[src/rtl/multi_tone_gen.sv]
// multi_tone_gen: N-channel square-wave tone generator with per-channel note duration
module multi_tone_gen #(
    parameter int CHANNELS  = 4,
    parameter int WIDTH     = 32,
    parameter int DUR_WIDTH = 16,
    parameter int PRESCALE  = 32000,
    parameter int CH_W      = (CHANNELS > 1) ? $clog2(CHANNELS) : 1,
    parameter int MW        = (CHANNELS > 1) ? $clog2(CHANNELS + 1) : 1
) (
    input  logic                 CLK,
    input  logic                 RST,
    input  logic                 wr_en,
    input  logic [CH_W-1:0]      wr_ch,
    input  logic [WIDTH-1:0]     wr_period,
    input  logic [DUR_WIDTH-1:0] wr_duration,
    input  logic                 stop_all,
    output logic [CHANNELS-1:0]  tone_out,
    output logic [CHANNELS-1:0]  active,
    output logic [CHANNELS-1:0]  done,
    output logic [MW-1:0]        mix_sum
);
    localparam int PW = (PRESCALE > 1) ? $clog2(PRESCALE) : 1;

    typedef enum logic {IDLE, PLAYING} state_t;

    state_t               st     [CHANNELS];
    state_t               st_n   [CHANNELS];
    logic [WIDTH-1:0]     per    [CHANNELS];
    logic [WIDTH-1:0]     per_n  [CHANNELS];
    logic [WIDTH-1:0]     cnt    [CHANNELS];
    logic [WIDTH-1:0]     cnt_n  [CHANNELS];
    logic [DUR_WIDTH-1:0] dur    [CHANNELS];
    logic [DUR_WIDTH-1:0] dur_n  [CHANNELS];
    logic [CHANNELS-1:0]  tone, tone_n, done_n;
    logic [PW-1:0]        pre;
    logic                 tick;

    assign tick = (pre == PW'(PRESCALE - 1));

    // free-running duration prescaler, never resynchronised by writes
    always_ff @(posedge CLK or posedge RST) begin
        if (RST) pre <= '0;
        else     pre <= tick ? '0 : pre + 1'b1;
    end

    // next-state for every channel: stop_all > write > expiry > tone counting
    always_comb begin
        tone_n = tone;
        done_n = '0;
        for (int c = 0; c < CHANNELS; c++) begin
            st_n[c]  = st[c];
            per_n[c] = per[c];
            cnt_n[c] = cnt[c];
            dur_n[c] = dur[c];
            if (stop_all) begin
                st_n[c]   = IDLE;
                cnt_n[c]  = '0;
                tone_n[c] = 1'b0;
            end else if (wr_en && wr_ch == CH_W'(c)) begin
                st_n[c]   = (wr_period != '0) ? PLAYING : IDLE;
                per_n[c]  = (wr_period != '0) ? wr_period : per[c];
                dur_n[c]  = (wr_period != '0) ? wr_duration : dur[c];
                cnt_n[c]  = '0;
                tone_n[c] = 1'b0;
            end else if (st[c] == PLAYING) begin
                if (tick && dur[c] == DUR_WIDTH'(1)) begin
                    st_n[c]   = IDLE;
                    cnt_n[c]  = '0;
                    tone_n[c] = 1'b0;
                    done_n[c] = 1'b1;
                end else begin
                    dur_n[c]  = (tick && dur[c] != '0) ? dur[c] - 1'b1 : dur[c];
                    cnt_n[c]  = (cnt[c] == per[c] - WIDTH'(1)) ? '0 : cnt[c] + 1'b1;
                    tone_n[c] = (cnt[c] == per[c] - WIDTH'(1)) ? ~tone[c] : tone[c];
                end
            end
        end
    end

    // channel state registers
    always_ff @(posedge CLK or posedge RST) begin
        if (RST) begin
            tone <= '0;
            done <= '0;
            for (int c = 0; c < CHANNELS; c++) begin
                st[c]  <= IDLE;
                per[c] <= '0;
                cnt[c] <= '0;
                dur[c] <= '0;
            end
        end else begin
            tone <= tone_n;
            done <= done_n;
            for (int c = 0; c < CHANNELS; c++) begin
                st[c]  <= st_n[c];
                per[c] <= per_n[c];
                cnt[c] <= cnt_n[c];
                dur[c] <= dur_n[c];
            end
        end
    end

    // outputs and popcount of the registered tones
    always_comb begin
        tone_out = tone;
        mix_sum  = '0;
        for (int c = 0; c < CHANNELS; c++) begin
            active[c] = (st[c] == PLAYING);
            mix_sum   = mix_sum + MW'(tone[c]);
        end
    end
endmodule
[config.mk]
export PLATFORM = sky130hd
export DESIGN_NAME = multi_tone_gen
export DESIGN_NICKNAME = d
export VERILOG_FILES = /design/src/rtl/multi_tone_gen.sv
export SDC_FILE = /design/constraint.sdc
export NUM_CORES = 1
export LEC_CHECK = 0
export CAP_MARGIN = 20
export CORE_ASPECT_RATIO = 1.4
export CORE_MARGIN = 3
export CORE_UTILIZATION = 60
export CTS_BUF_LIST = sky130_fd_sc_hd__clkbuf_4
export DETAILED_ROUTE_END_ITERATION = 10
export GPL_TIMING_DRIVEN = 0
export PLACE_DENSITY = 0.81
export SYNTH_ARGS = -nofsm -noshare
export SYNTH_HDL_FRONTEND = slang
export SYNTH_SLANG_ARGS = --single-unit
export TNS_END_PERCENT = 100
[constraint.sdc]
create_clock -name CLK -period 29.2 [get_ports CLK]
set_input_delay 5.84 -clock CLK [delete_from_list [all_inputs] [get_ports CLK]]
set_output_delay 5.84 -clock CLK [all_outputs]
set_load 0.05 [all_outputs]
Word level (Yosys, flattened, before mapping)

Cells that the tools add are included.

$add $sub $neg: 16
Multipliers: 0
Divide/modulo/power cells: 0
$lt $le $gt $ge: 0
Equality and inequality tests: 20
Shift operators: 0
Mux-type cells: 91
Bitwise gates (word level): 5
Reduce and logical (&&, ||, !) cells: 46

Operator list:

| kind                                                                     | number |
|---|---|
| 32-bit two-way mux                                                       | 20 |
| 16-bit two-way mux                                                       | 17 |
| 32-bit by 1-bit adder with 32-bit output (second input constant)         | 4 |
| 32-bit == test                                                           | 4 |
| 32-bit by 1-bit subtractor with 32-bit output (second input constant)    | 4 |
| 16-bit by 1-bit == test with 1-bit output (second input constant)        | 4 |
| 16-bit nonzero test                                                      | 4 |
| 16-bit by 1-bit subtractor with 16-bit output (second input constant)    | 4 |
| 1-bit two-way mux                                                        | 53 |
| 32-bit nonzero test                                                      | 1 |
| 5-bit AND reduction                                                      | 4 |
| 2-bit nonzero test                                                       | 8 |
| 4-bit nonzero test                                                       | 4 |
| 15-bit by 1-bit adder with 15-bit output (second input constant)         | 1 |
| 15-bit == test (second input constant)                                   | 1 |
| 15-bit two-way mux                                                       | 1 |
| 1-bit logical AND                                                        | 12 |
| 3-bit AND reduction                                                      | 4 |
| 3-bit nonzero test                                                       | 4 |
| 2-bit inequality test (second input constant)                            | 5 |
| 2-bit AND reduction                                                      | 4 |
| 2-bit by 1-bit inequality test with 1-bit output (second input constant) | 3 |
| 1-bit inverter                                                           | 5 |
| 2-bit == test (second input constant)                                    | 2 |
| other kinds (5)                                                          | 5 |

Register bits after elaboration: 347
Bits in latches: 0
Bits in writable memories: 0
Memory bits (read-only): 0
Output and inout bits: 15
Word-level logic and storage cells: 200
Memories: 0

Depth between registers and ports, before layout

Depth in word-level cells: 7
Mapped depth: 14
Gate-level depth less buffers: 11

Worst setup path after synthesis

Ideal clock, no wire load.

Kind: input to register
Start point: in stop_all
End point: reg cnt[26] (netlist bit)
Arrival: 7.915 ns
Setup slack: 21.199 ns
Cell stages on the path: 10
Buffers on the path: 2
Cells stage by stage: clkbuf_1 > nand2b_1 > nor2_1 > clkbuf_1 > nor4b_1 > inv_1 > nor3_1 > nand4_1 > xor2_1 > nor3_1

Word-level cells in the longest chain between the ends: 1
Elaborated cells between the ends (all ways): 2

Ends and longest elaborated chain:

| item                                                                             | line | source |
|---|---|---|
| start, declared                                                                  | 16   | `input logic stop_all,` |
| 3-bit nonzero test (no source line) / 32-bit two-way mux (equally long branches) | --   |  |
| end signal, assigned by index                                                    | 97   | `cnt[c] <= cnt_n[c];` |
| end, declared                                                                    | 30   | `logic [WIDTH-1:0] cnt [CHANNELS];` |

Parallel ways exist; a longest one is shown, timed or not.
A chain may end at the register's enable or synchronous reset.

Worst setup path in the final report

Start point: reg tone[0] (netlist: tone_out[0])
End point: out mix_sum[1]

Word-level cells in the longest chain between the ends: 3

Ends and longest elaborated chain:

| item                                   | line | source |
|---|---|---|
| start, declared                        | 34   | `logic [CHANNELS-1:0] tone, tone_n, done_n;` |
| start signal, assigned                 | 92   | `tone <= tone_n;` |
| 1-bit by 1-bit adder with 2-bit output | 109  | `mix_sum = mix_sum + MW'(tone[c]);` |
| 2-bit by 1-bit adder with 3-bit output | 109  |  |
| 3-bit by 1-bit adder with 3-bit output | 109  |  |
| end, declared                          | 20   | `output logic [MW-1:0] mix_sum` |

No other way between the ends.

==> out/results.env <==
OUTCOME='finished, final reports clean'
POSTCTSSETUPREPAIRBUFS=0
DRC_ERRORS=0
GRT_FIRST_PASS_WIRELENGTH_UM=94600
ROUTE.ANTENNA.REMAINING_NETS=0
FINALPOWER_mW=1.42
SYN-INSTANCE-COUNT=2263
CRIT_ARRIVAL_NS=3.37
CTS_HOLD_BUF=0
GRT.TOTAL_USAGE_PCT=32.0
P_COMB_SHARE_PCT=24.4
DRT-VIAS-PER-INSTANCE=6.26
DRT_PRE_ANTENNA_ITERS=5
DIE_W_UM=163
SETUP_VIOL=0
POSTSYNTHNETCOUNT=2337
DP_SLACK_NS=19.68
WORST_SETUP_PATH_END_KIND='primary output'
GRT_SETUP_UNREPAIRED='no'
YOSYS_REGISTER_BITS=347
FINALWORSTSETUPSLACK_NS=19.99
YOSYS_MOST_USED_DFF='dfrtp_1'
MAX_CAP_VIOLATION_COUNT=0
NUM-NETS-FINAL=2498
TIMING.SLEW.HEADROOM_PCT=33.1
ROUTE.VIAS.TOTAL=18437
FLOORPLAN.INITIALDENSITY_PCT=61.0
GRT_ANTENNA_BEFORE_REPAIR=1
SYNTH.LARGEST_AREA_CELL='dfrtp_1'
SETUP_TOTAL_NEGATIVE_SLACK_NS=0
PLACE.GP.CONGESTION=0.969
PART_OF_THE_TOTAL_POWER_DISSIPATED_IN_THE_CLOCK_NETWORK_PCT=30.9
AREAGROWTHSYNTHTOFINISH_PCT=12.0
DIE_HEIGHT_UM=226
SYNTHARSTFLOPSHARE_PCT=100
FINAL_PERIOD_MINUS_WORST_SETUP_SLACK_NS=9.21
MAXUSEDROUTINGLAYER='met4'
FINAL-MAX-SLEW-VIOLATION-COUNT=0
OVERFLOW=0
CORE-AREA_UM2=34100
LAYOUT_WORST_PATH_CYCLE_SHARE_PCT=31.5
POWER_SWITCHING_SHARE_PCT=34.5
WORSTPATHMAXFANOUT=4
WIRE_PER_INST_UM=20.1
FLOORPLAN_DIE_AREA_UM2=37000
DP_HPWL_UM=43100
VIAS_IN_THE_FIRST_GLOBAL_ROUTE=18483
BOUNDARYPINS=69
TRITONCTS_NUM_SINKS=347
MET2WIRELENGTH_UM=30400
SYNTH_ENABLE_FLOP_CELLS=0
MAXIMUM_NUMBER_OF_PINS_ON_ONE_NET_BEFORE_GLOBAL_ROUTE_REPAIR=133
CLK_LATENCY_NS=0.80
DR_WL_MET3_UM=3660
SYNTH_AREA_LEADERS='dfrtp_1, mux2_2, xnor2_1'
SYNTHDOMINANTCELLAREASHARE_PCT=41.7
ROUTE.LAYER.MET1.WL_UM=21700
SHARE_SEQ_OF_TOTAL_POWER_PCT=44.7
P_INT_mW=0.931
PLACEMENT.IO_BUFFERS=67
TOTAL_LEAKAGE_POWER_nW=9.43
DRT-TOTAL-WL_UM=59100
TRITONCTS='built'
POST_CTS_RESIZED=0
TIMING_WORST_SETUP_PATH_TYPE='reg -> out'
MAX_FREQ_MHz=109
YOSYSUNIQUECELLTYPES=85
FINAL_LAYOUT_SIZE_SUFFIX_GT1_SHARE_PCT=12.5
POSTSYNTHAREAPERCELL_UM2=9.20
VDD.IR_DROP.WORST_mV=0.0526
STARTPOINT_TYPE='flip-flop'
CTS.CLK_SLEW.WORST_PATHS_NS=0.07
FILL_CELLS=2737
HOLD_PATH_CLASS='reg -> reg'
FP-ROW-COUNT=80
TOTAL_CLOCK_BUFFERS_CREATED_BY_CTS=87
FINAL_HOLD_VIOL_COUNT=0
WORST_EP_REQUIRED_TIME_NS=23.36
POWER-PER-CELL-AREA_nW_PER_UM2=61.0
SYNTH_AREA_UM2=20800
TIGHTESTPINTRANSITION_NS=0.996
CTSLONGESTPATHBUFFERS=3
YOSYS_WARNINGS=0
HTREE_LEVELS=3
YS_SEQ_AREA_SHARE_PCT=41.7
CLOCK-SKEW-FINAL_NS=0.0624
CTSROOTBUFFERMASTER='clkbuf_4'
NET-SWITCHING-POWER_mW=0.491
DR.FIRST_ITER.DRC_COUNT=1628
## routing by layer
metal	track usage (%)	vias to the layer above
li1	-	8559
met1	35.0	8927
met2	57.9	727
met3	5.96	224
met4	17.9	0
met5	0	-
## cells in the mapped netlist (6+ instances only)
master and number:
o22ai_1 17, a211o_1 6, nand3b_1 8, a2111oi_0 10
mux2i_1 12, nor2_1 266, a21oi_1 95, and2_1 10
clkbuf_1 69, or4_1 23, buf_1 14, nand2_1 146
nor2b_1 17, or3_1 32, xor2_1 123, a22oi_1 15
nand4_1 46, ha_1 19, o21a_1 7, o211ai_1 7
o2bb2ai_1 6, nand3_1 73, o21ai_0 119, nor4b_1 10
nand2b_1 23, inv_1 56, or2_2 15, nor3b_1 11
buf_2 7, nor3_1 119, o31a_1 6, o31ai_1 6
xnor2_1 151, a31oi_1 25, and3_1 34, dfrtp_1 347
nand4b_1 10, mux2_2 130, and4_1 15, nor4_1 75
## cell usage in the layout (no fill, tap or decap), drive strengths merged, types with 31 or more instances in the layout
cell           instances
mux2                 130
nand4                 46
nor3                 119
a21oi                 95
nand3                 73
dfrtp                347
nor2                 270
inv                   59
or3                   32
nor4                  75
o21ai                119
and3                  34
xnor2                151
nand2                146
clkdlybuf4s50         67
buf                   31
clkbuf               187
xor2                 123
## critical path, stage by stage, from the launching register on
cell,delay (ns)
dfrtp_1,0.45
inv_1,0.17
fa_1,0.62
inv_1,0.07
ha_1,0.18
ha_1,0.27
clkdlybuf4s50_1,0.81
## cell families after synthesis
logic type	after synthesis	synth area share (%)
multiplexers	142	7.61
AND/OR/NAND/NOR	957	23.7
buffers and inverters	152	2.98
adder cells (fa/ha/maj)	20	1.24
XOR/XNOR	275	11.6
AO/OA/AOI/OAI	370	11.1
flip-flops	347	41.7
## final timing paths
path	startpoint	to	slack [ns]	cells after the start
hold / removal	dur[45]	dur[45]	0.49	1
max in group asynchronous	RST	cnt[21]	22.46	3
hold reg to reg	dur[45]	dur[45]	0.49	1
min in group asynchronous	RST	cnt[127]	5.59	2
setup reg to reg	per[10]	cnt[25]	24.65	12
setup / recovery	tone_out[0]	mix_sum[1]	19.99	6
## stage by stage
| step | hold slack (ns) | util [%] | instance area, µm² | instances |
|---|---|---|---|---|
| after CTS | 0.492 | 68.3 | 23300 | 2941 |
| after global routing | 0.516 | 68.3 | 23300 | 2943 |
| after detailed placement | 0.479 | 64.8 | 22100 | 2785 |
| after floorplan | 0.448 | - | 20800 | 2263 |
| final | 0.494 | 68.3 | 23300 | 2943 |
| after global placement | 0.466 | 64.6 | 22100 | 2781 |
## registers in the layout, summed over array words and instances (netlist names)
register  cells
per         128
active        4
cnt         128
dur          64
pre          15
done          4
tone_out      4
## final cells by class
cell class                 count  area (µm²)  area share, %
inverter                      56         218          0.934
timing repair buffer          72         746           3.20
sequential                   347        8680           37.3
buffer                        96         410           1.76
antenna                        1        2.50         0.0107
multi-input combinational   1764       11500           49.4
clock buffer                 118         886           3.80
clock inverter                38         283           1.21
tap                          451         564           2.42
## power by group through the flow
stage	Sequential, mW	Clock (mW)	Combinational [mW]
detailed placement	0.640	0	0.341
global route	0.642	0.476	0.385
floorplan	0.611	0	0.264
CTS	0.631	0.449	0.343
finish	0.635	0.440	0.347
global placement	0.637	0	0.327
No activity file was read; power rests on OpenSTA's default activity.
